[config.mk]
export PLATFORM = sky130hd
export DESIGN_NAME = maze_playfield
export DESIGN_NICKNAME = d
export VERILOG_FILES = /design/src/rtl/maze_playfield.sv
export SDC_FILE = /design/constraint.sdc
export NUM_CORES = 2
export LEC_CHECK = 0
export CAP_MARGIN = 20
export CELL_PAD_IN_SITES_DETAIL_PLACEMENT = 0
export CELL_PAD_IN_SITES_GLOBAL_PLACEMENT = 1
export CORE_MARGIN = 2
export CORE_UTILIZATION = 35
export DETAILED_ROUTE_END_ITERATION = 12
export MAX_ROUTING_LAYER = met4
export PLACE_DENSITY_LB_ADDON = 0.25
export SLEW_MARGIN = 20
export SYNTH_ARGS = -nofsm -noshare
export SYNTH_HDL_FRONTEND = slang
export SYNTH_SLANG_ARGS = --single-unit
[constraint.sdc]
create_clock -name clk -period 29.7 [get_ports clk]
set_clock_uncertainty 0.15 [all_clocks]
set_input_delay 7.425 -clock clk [delete_from_list [all_inputs] [get_ports clk]]
set_output_delay 7.425 -clock clk [all_outputs]
set_load 0.01 [all_outputs]
[src/rtl/maze_playfield.sv]
// Writable 40x30 tile-map playfield with per-scanline row prefetch.
// Define MAZE_BORDER_EN to force the outer ring of tiles to read as walls.
module maze_playfield #(
    parameter int H_ACTIVE  = 640,
    parameter int V_TOTAL   = 525,
    parameter int TILE_COLS = 40,
    parameter int TILE_ROWS = 30
) (
    input  logic       clk,
    input  logic       reset,
    input  logic [9:0] hpos,
    input  logic [9:0] vpos,
    input  logic       display_on,
    input  logic       wr_en,
    input  logic [4:0] wr_row,
    input  logic [5:0] wr_col,
    input  logic       wr_data,
    output logic       playfield,
    output logic       busy
);

    typedef enum logic {CLEAR, RUN} state_t;

    state_t               state, state_nxt;
    logic [4:0]           row_cnt, row_cnt_nxt;
    logic [TILE_COLS-1:0] map [TILE_ROWS];
    logic [TILE_COLS-1:0] rowbuf;
    logic [TILE_COLS-1:0] init_row;
    logic [TILE_COLS-1:0] fetch_row;
    logic [63:0]          rowbuf_ext;
    logic [9:0]           vnext;
    logic [4:0]           frow;
    logic [5:0]           col;
    logic                 fetch;
    logic                 wr_ok;
    logic                 pix;

    always_comb begin
        state_nxt   = state;
        row_cnt_nxt = row_cnt;
        busy        = (state == CLEAR);
        unique case (state)
            CLEAR: begin
                row_cnt_nxt = row_cnt + 5'd1;
                if (row_cnt == 5'(TILE_ROWS - 1)) begin
                    state_nxt   = RUN;
                    row_cnt_nxt = '0;
                end
            end
            RUN: begin
                state_nxt = RUN;
            end
        endcase
    end

    // Reproduces the legacy 32-px checker: wall where row bit 1 and col bit 1
    always_comb begin
        init_row = '0;
        for (int c = 0; c < TILE_COLS; c++) begin
            init_row[c] = row_cnt[1] & ((c & 2) != 0);
        end
    end

    always_comb begin
        vnext = (vpos == 10'(V_TOTAL - 1)) ? 10'd0 : vpos + 10'd1;
        frow  = 5'(vnext >> 4);
        fetch = (state == RUN) && (hpos == 10'(H_ACTIVE));
        fetch_row = '0;
        if (vnext < 10'(TILE_ROWS * 16)) begin
            fetch_row = map[frow];
`ifdef MAZE_BORDER_EN
            if (frow == 5'd0 || frow == 5'(TILE_ROWS - 1)) begin
                fetch_row = '1;
            end
            fetch_row[0]           = 1'b1;
            fetch_row[TILE_COLS-1] = 1'b1;
`endif
        end
    end

    always_comb begin
        col        = 6'(hpos >> 4);
        rowbuf_ext = 64'(rowbuf);
        pix        = display_on && (col < 6'(TILE_COLS)) && rowbuf_ext[col];
        wr_ok      = (state == RUN) && wr_en &&
                     (wr_row < 5'(TILE_ROWS)) && (wr_col < 6'(TILE_COLS));
    end

    // Map storage is deliberately not reset; CLEAR rewrites every row
    always_ff @(posedge clk) begin
        if (state == CLEAR) begin
            map[row_cnt] <= init_row;
        end else if (wr_ok) begin
            map[wr_row][wr_col] <= wr_data;
        end
    end

    always_ff @(posedge clk or negedge reset) begin
        if (!reset) begin
            state     <= CLEAR;
            row_cnt   <= '0;
            rowbuf    <= '0;
            playfield <= 1'b0;
        end else begin
            state     <= state_nxt;
            row_cnt   <= row_cnt_nxt;
            if (fetch) begin
                rowbuf <= fetch_row;
            end
            playfield <= (state == RUN) && pix;
        end
    end

endmodule
==> metrics.csv <==
stage,metric,value,unit
flow_run,Max-Cap Viols,0,
final_layout,layout cells sized above 1,12.0,%
synth,#FFs+latches synth,1247,
sta,Tmin final,12.59,ns
synth,fraction of registers with async set/reset,3.77,%
route,Avg Vias per Cell,5.90,
worst_setup_path,Crit Path Class,in2reg,
sta,Slew headroom,23.6,%
final_layout,"Design Area, Final",0.0694,mm2
synth,"Top FF cell, synth",edfxtp_1,
route,WL final,217,mm
clock_tree,Clock Sinks,1247,
synth,sequential fraction of the synthesis area,59.5,%
floorplan,die footprint,0.182,mm2
floorplan,row cnt,155,
floorplan,die extent in x,427,um
sta,# setup viols final,0,
route,wire length per cell,27.1,um
pwr,Peak VDD IR,0.0000435,V
global_route,first-pass GRT wire length,312,mm
global_route,grt total ovfl,0,
clock_tree,clk_lat worst skew,0.80,ns
worst_setup_path,CP Launch Type,input port,
synth,syn nets,5890,
synth,distinct cell type count after synthesis,69,
clock_tree,Resized cells post-CTS,0,
synth,Synth Instances,5852,
synth,mux cell area share after synthesis,6.17,%
route,Iteration-0 DRC Markers,4703,
placed_design,Routability Congestion,0.782,
placed_design,post-DP HPWL,108,mm
global_route,initial antenna violation count,4,
sta,fin crit share,42.4,%
sta,setup tns final,0,ns
final_layout,most frequent cells in the layout,"nor2_1 (1,462), edfxtp_1 (1,200), nand3_1 (436)",
floorplan,die height,427,um
route,antenna-violating nets left,0,
final_layout,nets@finish,5553,
clock_tree,clk buf depth,3,
synth,Ys Warns,0,
worst_setup_path,Crit path required time,30.01,ns
final_layout,final core utilization,39.0,%
placed_design,dpl cell area,0.0649,mm2
route,via count,47100,
floorplan,Initial Utilization,35.1,%
global_route,gr usage total,24.2,%
min_path,Hold Path Class,reg2reg,
worst_setup_path,worst-path maximum fanout,255,
synth,main combinational cell family by area after synthesis,simple AND/OR/NAND/NOR gates,
route,DR pass1 iterations,6,
pwr,leakage power,21.9,nW
placed_design,I/O Buffers,37,
synth,simple-gate share of the synthesized area,20.7,%
clock_tree,Root Driver,clkbuf_16,
final_layout,register area,0.0372,mm2
global_route,pin count of the biggest net entering global routing,256,
floorplan,Core ar.,0.178,mm2
clock_tree,Num CTS Buffers,143,
floorplan,I/O pin cnt,38,
synth,"EDFF count, synth",1200,
synth,Compound-Gate Fraction of Synth Area,9.13,%
sta,RSZ-0062 raised after global routing,false,
sta,Worst-Margin Slew,1.15,ns
clock_tree,Post-CTS Setup Bufs,0,
clock_tree,CTS tree,built,
final_layout,fillcell total,17300,
worst_setup_path,CP Capture Type,flip-flop,
synth,Adder-Cell Fraction of Synth Area,0.0560,%
worst_setup_path,CP arrival,12.90,ns
route,DRC Markers,0,
sta,Highest Clock Rate,79.4,MHz
synth,synthesized area,0.0625,mm2
clock_tree,Hold Buf Count CTS,0,
final_layout,multi-input logic area,0.0232,mm2
synth,syn_area_per_cell,10.7,um2
global_route,vias in the first global route,45300,
synth,Post-Synth XOR/XNOR Area,0.110,%
pwr,pwr dens,56.3,mW/mm2
sta,Hold Fails Final Rpt,0,
status,status,finished clean,
clock_tree,H-Tree Depth,4,
clock_tree,clk slew on worst S/H paths,0.05,ns
final_layout,Syn-to-layout area delta,11.0,%
sta,final slew viol count,0,
final_layout,"commonest non-fill, non-tap cell in the layout",nor2_1,
==> path summary, 6_finish.rpt <==
kind                       cells after the start  slack [ns]           to      start
setup / recovery                              11       17.11  map[12][30]  wr_col[4]
hold / removal                                 2        0.37   row_cnt[0]      state
setup reg to reg                               9       24.53  map[12][30]      state
hold reg to reg                                2        0.37   row_cnt[0]      state
max in group asynchronous                      2       21.86   row_cnt[1]      reset
min in group asynchronous                      1        6.42   rowbuf[21]      reset
==> per-layer routing <==
layer / track usage, % / wire length [um] / vias to the layer above / part of all wire (%)
li1: - / - / 20900 / -
met1: 29.0 / 87400 / 24300 / 40
met2: 41.5 / 109000 / 1545 / 50
met3: 2.86 / 11700 / 396 / 5.4
met4: 9.61 / 8970 / 0 / 4.1
met5: - / 0 / - / 0
==> sequential cells by signal (all words and copies together), names as in the netlist <==
signal	cells
row_cnt	5
rowbuf	40
playfield	1
map	1200
state	1
==> through the flow <==
stage	hold slack (ns)	instances	power [mW]	setup WS, ns
4_1_cts	0.356	7989	3.94	17.19
6_report	0.369	7993	3.91	17.11
3_3_place_gp	0.324	7724	2.24	16.50
3_5_place_dp	0.344	7724	2.24	16.34
2_1_floorplan	0.288	5852	2.14	4.78
5_1_grt	0.397	7992	4.02	16.74
==> cell families after synthesis <==
kind of cell	count (synthesis)
AO/OA/AOI/OAI	833
XOR/XNOR	7
adder cells (fa/ha/maj)	3
buffers and inverters	676
flip-flops	1247
multiplexers	342
AND/OR/NAND/NOR	2744
==> synthesized netlist by cell type, types with 47 or more instances <==
| cell type | count | area (um2) |
|---|---|---|
| nor3b_1 | 83 | 623 |
| nand4_1 | 83 | 519 |
| or3b_2 | 49 | 429 |
| mux2i_1 | 167 | 1670 |
| buf_2 | 100 | 500 |
| dfrtp_1 | 47 | 1180 |
| mux2_2 | 156 | 1760 |
| nand2_1 | 95 | 357 |
| a21oi_1 | 270 | 1350 |
| nand3_1 | 436 | 2180 |
| o221ai_1 | 76 | 666 |
| edfxtp_1 | 1200 | 36000 |
| nor2_1 | 1466 | 5500 |
| nor3_1 | 271 | 1360 |
| nand3b_1 | 156 | 1170 |
| o21ai_0 | 49 | 245 |
| a211oi_1 | 157 | 1180 |
| clkbuf_1 | 491 | 1840 |
| buf_1 | 65 | 244 |
==> worst max-delay path, stage by stage <==
cell,delay [ns]
clkdlybuf4s50_1,0.77
o21ai_1,0.27
buf_4,0.26
nand4_1,0.11
buf_4,0.23
nor2_4,0.11
buf_4,0.60
a21o_4,0.39
buf_12,0.69
buf_4,0.87
buf_4,0.81
==> area by class of cell <==
cell class	instances	area share, %
clock buffer	204	5.69
clock inverter	61	0.696
inverter	7	0.0397
tap	2355	4.25
multi-input combinational	3929	33.4
timing repair buffer	187	2.34
antenna	3	0.0108
sequential	1247	53.6
==> report_power, final <==
part	switching (mW)	total, mW	leakage (nW)	internal (mW)
logic	0.200	0.276	7.20	0.0761
clock network	0.740	1.71	2.16	0.965
registers	0.000832	1.93	12.6	1.93
total	0.941	3.91	21.9	2.97
(Power assumes the default switching activity.)
